--- src/rtl/cpu_bus_sync_if.sv ---
`default_nettype none
// ============================================================================
// Module      : cpu_bus_sync_if
// Description : Raw Z80 pin bundle in, synchronised/classified bus view out.
// Revision    : 1.0 - initial release
// ============================================================================
interface cpu_bus_sync_if;
    logic        n_iorq_i;
    logic        n_mreq_i;
    logic        n_m1_i;
    logic        n_rfsh_i;
    logic        n_rd_i;
    logic        n_wr_i;
    logic [15:0] a_i;
    logic [7:0]  d_i;

    logic        iorq;
    logic        mreq;
    logic        m1;
    logic        rfsh;
    logic        rd;
    logic        wr;
    logic [15:0] a;
    logic [7:0]  d;
    logic        ioreq;
    logic        io_rd_stb;
    logic        io_wr_stb;
    logic        mem_rd_stb;
    logic        mem_wr_stb;
    logic        fetch_stb;
    logic        intack_stb;
    logic [15:0] a_lat;
    logic [7:0]  d_lat;
    logic        bus_err;

    modport slave (
        input  n_iorq_i, n_mreq_i, n_m1_i, n_rfsh_i, n_rd_i, n_wr_i, a_i, d_i,
        output iorq, mreq, m1, rfsh, rd, wr, a, d, ioreq,
               io_rd_stb, io_wr_stb, mem_rd_stb, mem_wr_stb, fetch_stb, intack_stb,
               a_lat, d_lat, bus_err
    );

    modport master (
        output n_iorq_i, n_mreq_i, n_m1_i, n_rfsh_i, n_rd_i, n_wr_i, a_i, d_i,
        input  iorq, mreq, m1, rfsh, rd, wr, a, d, ioreq,
               io_rd_stb, io_wr_stb, mem_rd_stb, mem_wr_stb, fetch_stb, intack_stb,
               a_lat, d_lat, bus_err
    );
endinterface
`default_nettype wire

--- src/rtl/cpu_bus_sync.sv ---
`default_nettype none
// ============================================================================
// Module      : cpu_bus_sync
// Description : Synchronises raw Z80 strobes/address/data into clk28, classifies
//               bus cycles and emits one-cycle command strobes plus ioreq.
// Revision    : 1.0 - initial release
// ============================================================================
module cpu_bus_sync #(
    parameter int SYNC_STAGES = 2,
    parameter int TIMEOUT     = 255
) (
    input wire            clk28,
    input wire            rst_n,
    cpu_bus_sync_if.slave bus
);

    localparam logic [29:0] c_PIPE_RST = {6'h3F, 24'h0};
    localparam logic [7:0]  c_TO_LAST  = 8'(TIMEOUT - 1);

    localparam logic [1:0] c_ST_IDLE = 2'd0;
    localparam logic [1:0] c_ST_MEM  = 2'd1;
    localparam logic [1:0] c_ST_IO   = 2'd2;
    localparam logic [1:0] c_ST_INTA = 2'd3;

    localparam int c_B_IOW   = 0;
    localparam int c_B_IOR   = 1;
    localparam int c_B_MWR   = 2;
    localparam int c_B_MRD   = 3;
    localparam int c_B_FETCH = 4;
    localparam int c_B_INTA  = 5;
    localparam int c_B_ILL   = 6;

    logic [29:0] w_raw;
    logic [29:0] r_pipe [SYNC_STAGES];
    logic [29:0] w_tail;
    logic        w_iorq, w_mreq, w_m1, w_rfsh, w_rd, w_wr;
    logic [15:0] w_a;
    logic [7:0]  w_d;

    logic [6:0]  w_cond;
    logic [6:0]  r_cond_q;
    logic [6:0]  w_rise;
    logic        w_mem_ok;

    logic [1:0]  r_state;
    logic [1:0]  w_state_nx;
    logic        w_timeout;
    logic [7:0]  r_cnt;

    logic        r_ioreq;
    logic [5:0]  r_stb;
    logic        r_bus_err;
    logic [15:0] r_a_lat;
    logic [7:0]  r_d_lat;

    // Strobes, address and data share one delay line so they stay aligned.
    assign w_raw = {bus.n_iorq_i, bus.n_mreq_i, bus.n_m1_i, bus.n_rfsh_i,
                    bus.n_rd_i, bus.n_wr_i, bus.a_i, bus.d_i};

    always_ff @(posedge clk28 or negedge rst_n) begin
        if (!rst_n) begin
            for (int i = 0; i < SYNC_STAGES; i++) begin
                r_pipe[i] <= c_PIPE_RST;
            end
        end else begin
            r_pipe[0] <= w_raw;
            for (int i = 1; i < SYNC_STAGES; i++) begin
                r_pipe[i] <= r_pipe[i-1];
            end
        end
    end

    assign w_tail = r_pipe[SYNC_STAGES-1];
    assign w_iorq = ~w_tail[29];
    assign w_mreq = ~w_tail[28];
    assign w_m1   = ~w_tail[27];
    assign w_rfsh = ~w_tail[26];
    assign w_rd   = ~w_tail[25];
    assign w_wr   = ~w_tail[24];
    assign w_a    = w_tail[23:8];
    assign w_d    = w_tail[7:0];

    // An I/O request overlapping a memory request masks all memory classes.
    assign w_mem_ok          = ~w_iorq;
    assign w_cond[c_B_IOW]   = w_iorq & w_wr & ~w_m1;
    assign w_cond[c_B_IOR]   = w_iorq & w_rd & ~w_m1;
    assign w_cond[c_B_MWR]   = w_mreq & w_wr & w_mem_ok;
    assign w_cond[c_B_MRD]   = w_mreq & w_rd & ~w_m1 & ~w_rfsh & w_mem_ok;
    assign w_cond[c_B_FETCH] = w_mreq & w_m1 & w_rd & ~w_rfsh & w_mem_ok;
    assign w_cond[c_B_INTA]  = w_iorq & w_m1;
    assign w_cond[c_B_ILL]   = w_iorq & w_mreq;
    assign w_rise            = w_cond & ~r_cond_q;

    always_comb begin
        w_state_nx = r_state;
        w_timeout  = 1'b0;
        case (r_state)
            c_ST_IDLE: begin
                if (w_rise[c_B_IOR] | w_rise[c_B_IOW]) begin
                    w_state_nx = c_ST_IO;
                end else if (w_rise[c_B_INTA]) begin
                    w_state_nx = c_ST_INTA;
                end else if (w_rise[c_B_FETCH] | w_rise[c_B_MRD] | w_rise[c_B_MWR]) begin
                    w_state_nx = c_ST_MEM;
                end
            end
            c_ST_IO, c_ST_INTA: begin
                if (!w_iorq) begin
                    w_state_nx = c_ST_IDLE;
                end else if (r_cnt == c_TO_LAST) begin
                    w_state_nx = c_ST_IDLE;
                    w_timeout  = 1'b1;
                end
            end
            c_ST_MEM: begin
                if (!w_mreq) begin
                    w_state_nx = c_ST_IDLE;
                end else if (r_cnt == c_TO_LAST) begin
                    w_state_nx = c_ST_IDLE;
                    w_timeout  = 1'b1;
                end
            end
            default: w_state_nx = c_ST_IDLE;
        endcase
    end

    always_ff @(posedge clk28 or negedge rst_n) begin
        if (!rst_n) begin
            r_state   <= c_ST_IDLE;
            r_cnt     <= 8'd0;
            r_cond_q  <= 7'd0;
            r_ioreq   <= 1'b0;
            r_stb     <= 6'd0;
            r_bus_err <= 1'b0;
            r_a_lat   <= 16'd0;
            r_d_lat   <= 8'd0;
        end else begin
            r_state   <= w_state_nx;
            r_cond_q  <= w_cond;
            r_ioreq   <= (w_state_nx == c_ST_IO);
            r_stb     <= w_rise[5:0];
            r_bus_err <= w_timeout | w_rise[c_B_ILL];
            // Counts cycles spent in the current busy state; zero while idle.
            if (r_state == c_ST_IDLE) begin
                r_cnt <= 8'd0;
            end else if (r_cnt != 8'hFF) begin
                r_cnt <= r_cnt + 8'd1;
            end
            if (|w_rise[5:0]) begin
                r_a_lat <= w_a;
            end
            if (w_rise[c_B_IOW] | w_rise[c_B_MWR]) begin
                r_d_lat <= w_d;
            end
        end
    end

    assign bus.iorq       = w_iorq;
    assign bus.mreq       = w_mreq;
    assign bus.m1         = w_m1;
    assign bus.rfsh       = w_rfsh;
    assign bus.rd         = w_rd;
    assign bus.wr         = w_wr;
    assign bus.a          = w_a;
    assign bus.d          = w_d;
    assign bus.ioreq      = r_ioreq;
    assign bus.io_wr_stb  = r_stb[c_B_IOW];
    assign bus.io_rd_stb  = r_stb[c_B_IOR];
    assign bus.mem_wr_stb = r_stb[c_B_MWR];
    assign bus.mem_rd_stb = r_stb[c_B_MRD];
    assign bus.fetch_stb  = r_stb[c_B_FETCH];
    assign bus.intack_stb = r_stb[c_B_INTA];
    assign bus.a_lat      = r_a_lat;
    assign bus.d_lat      = r_d_lat;
    assign bus.bus_err    = r_bus_err;

endmodule
`default_nettype wire
--- src/flat_wrapper.sv ---
// flat-port wrapper written by rule: the top's interface ports become plain ports
module cpu_bus_sync_flat 
#(
    parameter int SYNC_STAGES = 2,
    parameter int TIMEOUT     = 255
)
  (clk28, rst_n, bus_n_iorq_i, bus_n_mreq_i, bus_n_m1_i, bus_n_rfsh_i, bus_n_rd_i, bus_n_wr_i, bus_a_i, bus_d_i, bus_iorq, bus_mreq, bus_m1, bus_rfsh, bus_rd, bus_wr, bus_a, bus_d, bus_ioreq, bus_io_rd_stb, bus_io_wr_stb, bus_mem_rd_stb, bus_mem_wr_stb, bus_fetch_stb, bus_intack_stb, bus_a_lat, bus_d_lat, bus_bus_err);
  cpu_bus_sync_if bus_i ();
  input wire clk28;
  input wire rst_n;
  input wire logic [$bits(bus_i.n_iorq_i)-1:0] bus_n_iorq_i;
  input wire logic [$bits(bus_i.n_mreq_i)-1:0] bus_n_mreq_i;
  input wire logic [$bits(bus_i.n_m1_i)-1:0] bus_n_m1_i;
  input wire logic [$bits(bus_i.n_rfsh_i)-1:0] bus_n_rfsh_i;
  input wire logic [$bits(bus_i.n_rd_i)-1:0] bus_n_rd_i;
  input wire logic [$bits(bus_i.n_wr_i)-1:0] bus_n_wr_i;
  input wire logic [$bits(bus_i.a_i)-1:0] bus_a_i;
  input wire logic [$bits(bus_i.d_i)-1:0] bus_d_i;
  output wire logic [$bits(bus_i.iorq)-1:0] bus_iorq;
  output wire logic [$bits(bus_i.mreq)-1:0] bus_mreq;
  output wire logic [$bits(bus_i.m1)-1:0] bus_m1;
  output wire logic [$bits(bus_i.rfsh)-1:0] bus_rfsh;
  output wire logic [$bits(bus_i.rd)-1:0] bus_rd;
  output wire logic [$bits(bus_i.wr)-1:0] bus_wr;
  output wire logic [$bits(bus_i.a)-1:0] bus_a;
  output wire logic [$bits(bus_i.d)-1:0] bus_d;
  output wire logic [$bits(bus_i.ioreq)-1:0] bus_ioreq;
  output wire logic [$bits(bus_i.io_rd_stb)-1:0] bus_io_rd_stb;
  output wire logic [$bits(bus_i.io_wr_stb)-1:0] bus_io_wr_stb;
  output wire logic [$bits(bus_i.mem_rd_stb)-1:0] bus_mem_rd_stb;
  output wire logic [$bits(bus_i.mem_wr_stb)-1:0] bus_mem_wr_stb;
  output wire logic [$bits(bus_i.fetch_stb)-1:0] bus_fetch_stb;
  output wire logic [$bits(bus_i.intack_stb)-1:0] bus_intack_stb;
  output wire logic [$bits(bus_i.a_lat)-1:0] bus_a_lat;
  output wire logic [$bits(bus_i.d_lat)-1:0] bus_d_lat;
  output wire logic [$bits(bus_i.bus_err)-1:0] bus_bus_err;
  assign bus_i.n_iorq_i = bus_n_iorq_i;
  assign bus_i.n_mreq_i = bus_n_mreq_i;
  assign bus_i.n_m1_i = bus_n_m1_i;
  assign bus_i.n_rfsh_i = bus_n_rfsh_i;
  assign bus_i.n_rd_i = bus_n_rd_i;
  assign bus_i.n_wr_i = bus_n_wr_i;
  assign bus_i.a_i = bus_a_i;
  assign bus_i.d_i = bus_d_i;
  assign bus_iorq = bus_i.iorq;
  assign bus_mreq = bus_i.mreq;
  assign bus_m1 = bus_i.m1;
  assign bus_rfsh = bus_i.rfsh;
  assign bus_rd = bus_i.rd;
  assign bus_wr = bus_i.wr;
  assign bus_a = bus_i.a;
  assign bus_d = bus_i.d;
  assign bus_ioreq = bus_i.ioreq;
  assign bus_io_rd_stb = bus_i.io_rd_stb;
  assign bus_io_wr_stb = bus_i.io_wr_stb;
  assign bus_mem_rd_stb = bus_i.mem_rd_stb;
  assign bus_mem_wr_stb = bus_i.mem_wr_stb;
  assign bus_fetch_stb = bus_i.fetch_stb;
  assign bus_intack_stb = bus_i.intack_stb;
  assign bus_a_lat = bus_i.a_lat;
  assign bus_d_lat = bus_i.d_lat;
  assign bus_bus_err = bus_i.bus_err;
  cpu_bus_sync #(.SYNC_STAGES(SYNC_STAGES), .TIMEOUT(TIMEOUT)) u_core (.clk28(clk28), .rst_n(rst_n), .bus(bus_i));
endmodule
--- config.mk ---
export PLATFORM = sky130hd
export DESIGN_NAME = cpu_bus_sync_flat
export DESIGN_NICKNAME = d
export VERILOG_FILES = /design/src/rtl/cpu_bus_sync_if.sv /design/src/rtl/cpu_bus_sync.sv /design/src/flat_wrapper.sv
export SDC_FILE = /design/constraint.sdc
export NUM_CORES = 1
export LEC_CHECK = 0
export ABC_AREA = 1
export ABC_CLOCK_PERIOD_IN_PS = 3600
export BUFFER_PORTS_ARGS = -buffer_cell sky130_fd_sc_hd__buf_2
export CORE_UTILIZATION = 50
export CTS_CLUSTER_DIAMETER = 200
export DETAILED_ROUTE_END_ITERATION = 10
export PLACE_DENSITY = 0.76
export SYNTH_ARGS = -nofsm -noshare
export SYNTH_HDL_FRONTEND = slang
export SYNTH_SLANG_ARGS = --single-unit
--- constraint.sdc ---
create_clock -name clk28 -period 3.6 [get_ports clk28]
set_input_delay 0.18 -clock clk28 [delete_from_list [all_inputs] [get_ports clk28]]
set_output_delay 0.18 -clock clk28 [all_outputs]
set_load 0.02 [all_outputs]
# --- Word-level counts from Yosys, hierarchy flattened ---
# Index checks and enable logic that the tools add are counted.
totals:
  register_bits: 109
  out_inout_bits: 62
  in_bits: 32
  word_cells: 63
classes:
  addsub: 1
  n_bitwise: 29
  reduce_logical: 4
  eq_ne: 6
  muxes: 13
ops:
  columns: ["operator", "n"]
  rows:
  - ["bitwise AND 1 bit", 16]
  - ["two-way mux 8 bit", 2]
  - ["two-way mux 2 bit", 6]
  - ["adder 8 x 1 -> 8 bit (second input constant)", 1]
  - ["== test 8 bit (second input constant)", 1]
  - ["!= test 8 bit (second input constant)", 1]
  - ["bitwise AND 7 bit", 1]
  - ["inverter 7 bit", 1]
  - ["== test 2 bit (second input constant)", 3]
  - ["inverter 1 bit", 6]
  - ["case mux 2 bit (3 select lines)", 1]
  - ["OR reduction 6 bit", 1]
  - ["OR 1 bit", 5]
  - ["two-way mux 1 bit", 3]
  - ["== test 2 x 1 -> 1 bit (second input constant)", 1]
  - ["logical NOT 2 bit", 1]
  - ["case mux 1 bit (2 select lines)", 1]
  - ["nonzero test 2 bit", 1]
  - ["OR reduction 2 bit", 1]

# --- Depth between registers and ports, before layout ---
logic_depth:
  ltp_word: 13
  mapped_depth: 10
  depth_no_buf: 8

# --- Worst setup path after synthesis ---
# Ideal clock, no wire load.
synth_path:
  kind: "reg-to-reg"
  startpoint: "register u_core.r_pipe (netlist bit u_core.w_tail[29])"
  endpoint: "register u_core.r_a_lat[10] (netlist: u_core.bus.a_lat[10])"
  slack_ns: 2.099
  required_ns: 3.483
  path_buffers: 2
  arrival_time_ns: 1.384
  setup_ns: 0.117
  path_stages_with_launch: 10
  synth_period_minus_slack_ns: 1.501
  cell_sequence: "dfstp_2 > buf_6 > inv_2 > nand4_1 > nand2_2 > nor2_8 > nand2_4 > buf_6 > nand2_1 > nand2_1"
synth_via:
  elab_chain_len: 5
  elab_cells_between_ends: 11
  cone_classes: "bitwise (10); reduce/logical (1)"
synth_rtl:
  columns: ["element", "line_no", "text"]
  rows:
  - ["start: declaration", "cpu_bus_sync.sv:34", "logic [29:0] r_pipe [SYNC_STAGES];"]
  - ["start signal: indexed assignment", "cpu_bus_sync.sv:63", "r_pipe[i] <= c_PIPE_RST;"]
  - ["start signal: indexed assignment", "cpu_bus_sync.sv:68", "r_pipe[i] <= r_pipe[i-1];"]
  - ["inverter 1 bit (*)", "cpu_bus_sync.sv:74", "assign w_iorq = ~w_tail[29];"]
  - ["net bus_iorq", "flat_wrapper.sv:19", "output wire logic [$bits(bus_i.iorq)-1:0] bus_iorq;"]
  - ["bitwise AND 1 bit (on tied branches) (2 in series)", "cpu_bus_sync.sv:85, cpu_bus_sync.sv:86", null]
  - ["bitwise AND 7 bit (*)", "cpu_bus_sync.sv:92", "assign w_rise = w_cond & ~r_cond_q;"]
  - ["OR reduction 6 bit (*)", "cpu_bus_sync.sv:149", "if (|w_rise[5:0]) begin"]
  - ["end signal: assignment", "cpu_bus_sync.sv:150", "r_a_lat <= w_a;"]
  - ["end: declaration", "cpu_bus_sync.sv:53", "logic [15:0] r_a_lat;"]
# The timed path passes the listed nets; every way through them passes the cells marked *.
# A chain may end at the register's enable or synchronous reset.

# --- Final worst setup path ---
layout_path:
  startpoint: "register u_core.r_pipe (netlist bit u_core.w_tail[29])"
  endpoint: "register u_core.r_a_lat[2] (netlist: u_core.bus.a_lat[2])"
layout_via:
  elab_chain_len: 5
  elab_cells_between_ends: 11
  cone_classes: "bitwise (10); reduce/logical (1)"
layout_rtl:
  columns: ["element", "line_no"]
  rows:
  - ["inverter 1 bit", "cpu_bus_sync.sv:74"]
  - ["bitwise AND 1 bit (on tied branches) (2 in series)", "cpu_bus_sync.sv:85, cpu_bus_sync.sv:86"]
  - ["bitwise AND 7 bit (*)", "cpu_bus_sync.sv:92"]
  - ["OR reduction 6 bit (*)", "cpu_bus_sync.sv:149"]
# Mark *: on every way between the ends. The rest lies on a longest branch, timed or not.

==> results.md <==
- The run finished with clean final reports.
- In this run, the number of DRC markers left after iteration 0 of detailed routing was 152.
- The mean number of vias per cell is 4.744.
- Global routing used 18.21% of the available tracks.
- STA classifies the critical path endpoint as a register.
- The clock buffer count from CTS is 9.
- The arrival time at the worst endpoint is 2.20 ns.
- Data on the critical path is required at its endpoint by 3.85 ns.
- The clock passes through at most 2 buffers.
- Synthesis produced 312 cells.
- The setup-violating endpoint count in the final report is 0.
- TritonCTS built the clock tree.
- The floorplan has 31 rows.
- At the end of the flow the core is filled with cells to 64.02%.
- The cell at the root of the clock tree is sky130_fd_sc_hd__clkbuf_8.
- Once routing completed, OpenROAD measured the worst setup slack at 1.648 ns.
- The most frequently used flop master after synthesis is sky130_fd_sc_hd__dfrtp_1.
- The number of inserted diodes is 0.
- Net switching is 28.71% of the power.
- A synthesized cell averages 12.16 µm².
- Per report_power, the sequential group accounts for 56.9% of the total.
- The final hold violation count was 0.
- The endpoint identified for the worst register-to-register timing path is u_core.bus.a_lat[2].
- Buffers placed on the I/O ports in this run total 93.
- The ratio of cells with drive above 1 in the final layout is 32.55%.
- For this run, design rule violations remaining after detail routing come to 0.
- The total power density per cell area is 528.6 mW/mm².
- The type of origin of the critical path is a register.
- The analysis attributes to cell leakage a power of 0.002443 µW.
- After routing the design area is 0.004668 mm².
- The worst-case hold slack is 0.3498 ns.
- The timing endpoint of the critical path is u_core.bus.a_lat[2].
- The most critical setup path has its startpoint at u_core.w_tail[29].
- The total negative slack for setup checks is 0 ns.
- The worst-path maximum fanout is 17.
- The share of power burned in the clock network is 27.4%.
- In this run the remaining antenna-violating nets after routing total 0.
- Dividing the detail-routed wire length by the instance count gives 13.08 µm.
- After synthesis the netlist holds a flip-flop and latch count of 109.
- The worst-case IR drop observed on VDD is 0.3046 mV.
- The achievable frequency is 512.2 MHz.
- Yosys mapped the design onto 29 distinct sky130hd cell types.
- The cell-internal power is 1759 µW.
- The deepest level of the CTS H-tree is 3.
- In this run the most critical hold path is launched from u_core.r_pipe[50].
- The net count after synthesis is 346.
- The commonest cells after synthesis are sky130_fd_sc_hd__dfrtp_1, sky130_fd_sc_hd__nand2_1, sky130_fd_sc_hd__nand3_1.
- In the final design database the tool counted 453 nets.
- In this run, the combinational gates consume 15.7% of the power.
- The number of enable-type register cells in the synthesized netlist is 0.
- Across the run, the number of max-cap violations was 0.
- The net switching power figure is 708.5 µW.
- The number of global-route vias before repair is 2398.
- Ranked by total cell area, the synthesized netlist is headed by sky130_fd_sc_hd__dfrtp_1, sky130_fd_sc_hd__dfstp_2, sky130_fd_sc_hd__nand2_1.
- For this run the aggregate overflow at the end of global routing stands at 0.
- The share of synthesized flip-flops with an asynchronous set or reset is 100.0%.
- The initial core utilization is 52.04%.
- The post-detailed-routing wire length is 6839 µm.
- The worst register-to-register path begins at u_core.w_tail[29].
- Setup repair after global routing left no endpoint under its margin.
- The cell taking the most area after synthesis is sky130_fd_sc_hd__dfrtp_1.
- The synthesized area is 0.003795 mm².
- The worst min-delay path class is reg -> reg.
- The sequential cell area fraction in the yosys report is 72.27%.
- At the pin with the least slew margin, the transition time is 0.5979 ns.
- The logic depth of the worst register-to-register path is 7.
- The clock reaches the later pin of the worst-skew pair after 0.36 ns.
- The routability congestion estimate is 0.8258.
- The height of the die is 89.12 µm.
- The top cell type's share of synthesized area is 63.96%.
- The iteration count of the initial detailed-routing pass is 5.
- The sink count of the clock tree is 109.
- The final count of pins violating max slew is 0.
- The clock transition at the registers of the reported paths is 0.10 ns.
- The most common cell in the synthesized netlist is sky130_fd_sc_hd__dfrtp_1.
- The final period demand of the worst path is 1.952 ns.
- The post-DP HPWL is 4528 µm.
- Entering global routing, the biggest net connects 50 pins.
- The width of the die is 89.12 µm.
- Timing analysis after detailed placement gives a worst setup slack of 1.653 ns.
- The number of antenna violations at the first check in global routing is 0.
- The top-level port count is 94.
- The number of gates resized after CTS is 0.
- Between clock sinks in the finished design, the worst skew comes to 0.01006 ns.
- The tightest slew margin relative to the limit is 60.14%.
- The routed layout has 2481 vias.
- By startpoint and endpoint, the worst setup path is classified as reg -> reg.
- The final critical path takes up 54.23% of the cycle.
- The floorplan step defined a die boundary enclosing 0.007942 mm².
- The total core area is 0.007292 mm².
- Summing all placed instances gives a cell area of 0.004174 mm².
- After filler insertion, the fill cell instance count of the layout stands at 585.
- The count of synthesis-stage warnings from yosys is 0.
- The flop-to-flop setup slack is 1.65 ns.
- The first global-routing pass estimated 10630 µm of wire.
- Relative to the synthesized area, the layout overhead comes to 23.01%.
-- power groups by stage --
stage,clock (µW),combinational [µW],sequential (µW)
2_1_floorplan,0,178,1480
3_3_place_gp,0,357,1420
3_5_place_dp,0,364,1430
4_1_cts,696,391,1400
5_1_grt,744,436,1420
6_report,676,387,1400
-- repair_timing --
item / 4_1_cts / 5_1_grt
setup buffers: 0 / 0
hold endpoints to repair: 73 / 0
hold buffers: 31 / 0
-- worst max-delay path, cell delays in order, from the launching register on --
cell and delay [ns]:
sky130_fd_sc_hd__dfstp_2 0.62, sky130_fd_sc_hd__inv_2 0.08, sky130_fd_sc_hd__nand4_1 0.34, sky130_fd_sc_hd__nand2_2 0.17, sky130_fd_sc_hd__nor2_8 0.28, sky130_fd_sc_hd__nand2_4 0.18, sky130_fd_sc_hd__nand2_1 0.10, sky130_fd_sc_hd__nand2_1 0.05
-- area by class of cell --
type                            instances  area (µm²)  share of cell area [%]
Sequential cell                       109        2743                   58.75
Multi-Input combinational cell        143       711.9                   15.25
Clock inverter                          5       42.54                  0.9113
Clock buffer                           11       141.4                   3.029
Inverter                               30       112.6                   2.412
Tap cell                               99       123.9                   2.653
Timing Repair Buffer                  126       793.3                   16.99
-- cells in the final DEF, fill, tap and decap left out --
cell type / instances
sky130_fd_sc_hd__dfrtp_1: 97
sky130_fd_sc_hd__buf_2: 92
sky130_fd_sc_hd__nand2_1: 64
sky130_fd_sc_hd__nand3_1: 31
sky130_fd_sc_hd__dlygate4sd3_1: 31
sky130_fd_sc_hd__inv_1: 23
sky130_fd_sc_hd__nor2_1: 12
sky130_fd_sc_hd__dfstp_2: 12
sky130_fd_sc_hd__clkbuf_8: 10
sky130_fd_sc_hd__inv_2: 6
sky130_fd_sc_hd__a21oi_1: 4
sky130_fd_sc_hd__nor2_2: 3
sky130_fd_sc_hd__nor3_1: 3
sky130_fd_sc_hd__nand4_1: 3
sky130_fd_sc_hd__o21ai_1: 3
sky130_fd_sc_hd__o21ai_0: 3
sky130_fd_sc_hd__inv_6: 3
sky130_fd_sc_hd__buf_4: 3
sky130_fd_sc_hd__nand4_2: 2
sky130_fd_sc_hd__nand2_2: 2
sky130_fd_sc_hd__nor2_8: 2
sky130_fd_sc_hd__a31oi_1: 2
sky130_fd_sc_hd__ha_1: 2
sky130_fd_sc_hd__nor4_1: 1
sky130_fd_sc_hd__clkinv_1: 1
sky130_fd_sc_hd__nand3b_1: 1
sky130_fd_sc_hd__nor2b_1: 1
sky130_fd_sc_hd__o32ai_1: 1
sky130_fd_sc_hd__nand2_4: 1
sky130_fd_sc_hd__and3_1: 1
sky130_fd_sc_hd__a211oi_1: 1
sky130_fd_sc_hd__clkinv_4: 1
sky130_fd_sc_hd__clkinvlp_4: 1
sky130_fd_sc_hd__clkbuf_1: 1
-- cells by family (layout without fill, tap and decap cells) --
logic type / Yosys count / after routing / synth area share [%]
AND/OR/NAND/NOR: 127 / 127 / 16.02
adder cells (fa/ha/maj): 2 / 2 / 0.6593
AO/OA/AOI/OAI: 14 / 14 / 2.077
buffers and inverters: 60 / 172 / 8.968
flip-flops: 109 / 109 / 72.27
-- sequential cells by signal, indices dropped and copies added (netlist names) --
signal and cells:
u_core.r_pipe 30, u_core.bus.ioreq 1, u_core.bus.d_lat 8, u_core.r_state 2
u_core.r_cnt 8, u_core.bus.a_lat 16, u_core.bus.bus_err 1, u_core.r_cond_q 7
u_core.r_stb 6, u_core.w_tail 30
-- per-layer routing --
metal  wire length (µm)  GRT usage (%)  up-vias
met2               3451          30.88       97
met3                430          7.202       18
met4                186          7.359        0
li1                   -              -     1169
met1               2771          20.69     1197
met5                  0              0        -
-- worst min path at each step --
stage	depth (start not counted)	end	slack, ns
after floorplan	0	u_core.bus.a_lat[0]	-0.12
after global placement	1	u_core.bus.bus_err	0.22
after detailed placement	1	u_core.bus.bus_err	0.23
after CTS	0	u_core.w_tail[23]	0.35
after global routing	0	u_core.w_tail[0]	0.36
final	0	u_core.w_tail[20]	0.35
-- per-stage QoR --
stage / total power (µW) / std cells
2_1_floorplan: 1659 / 312
3_3_place_gp: 1779 / 476
3_5_place_dp: 1792 / 476
4_1_cts: 2491 / 523
5_1_grt: 2597 / 523
6_report: 2468 / 523
Note: power is estimated with default switching activity, not from simulation.
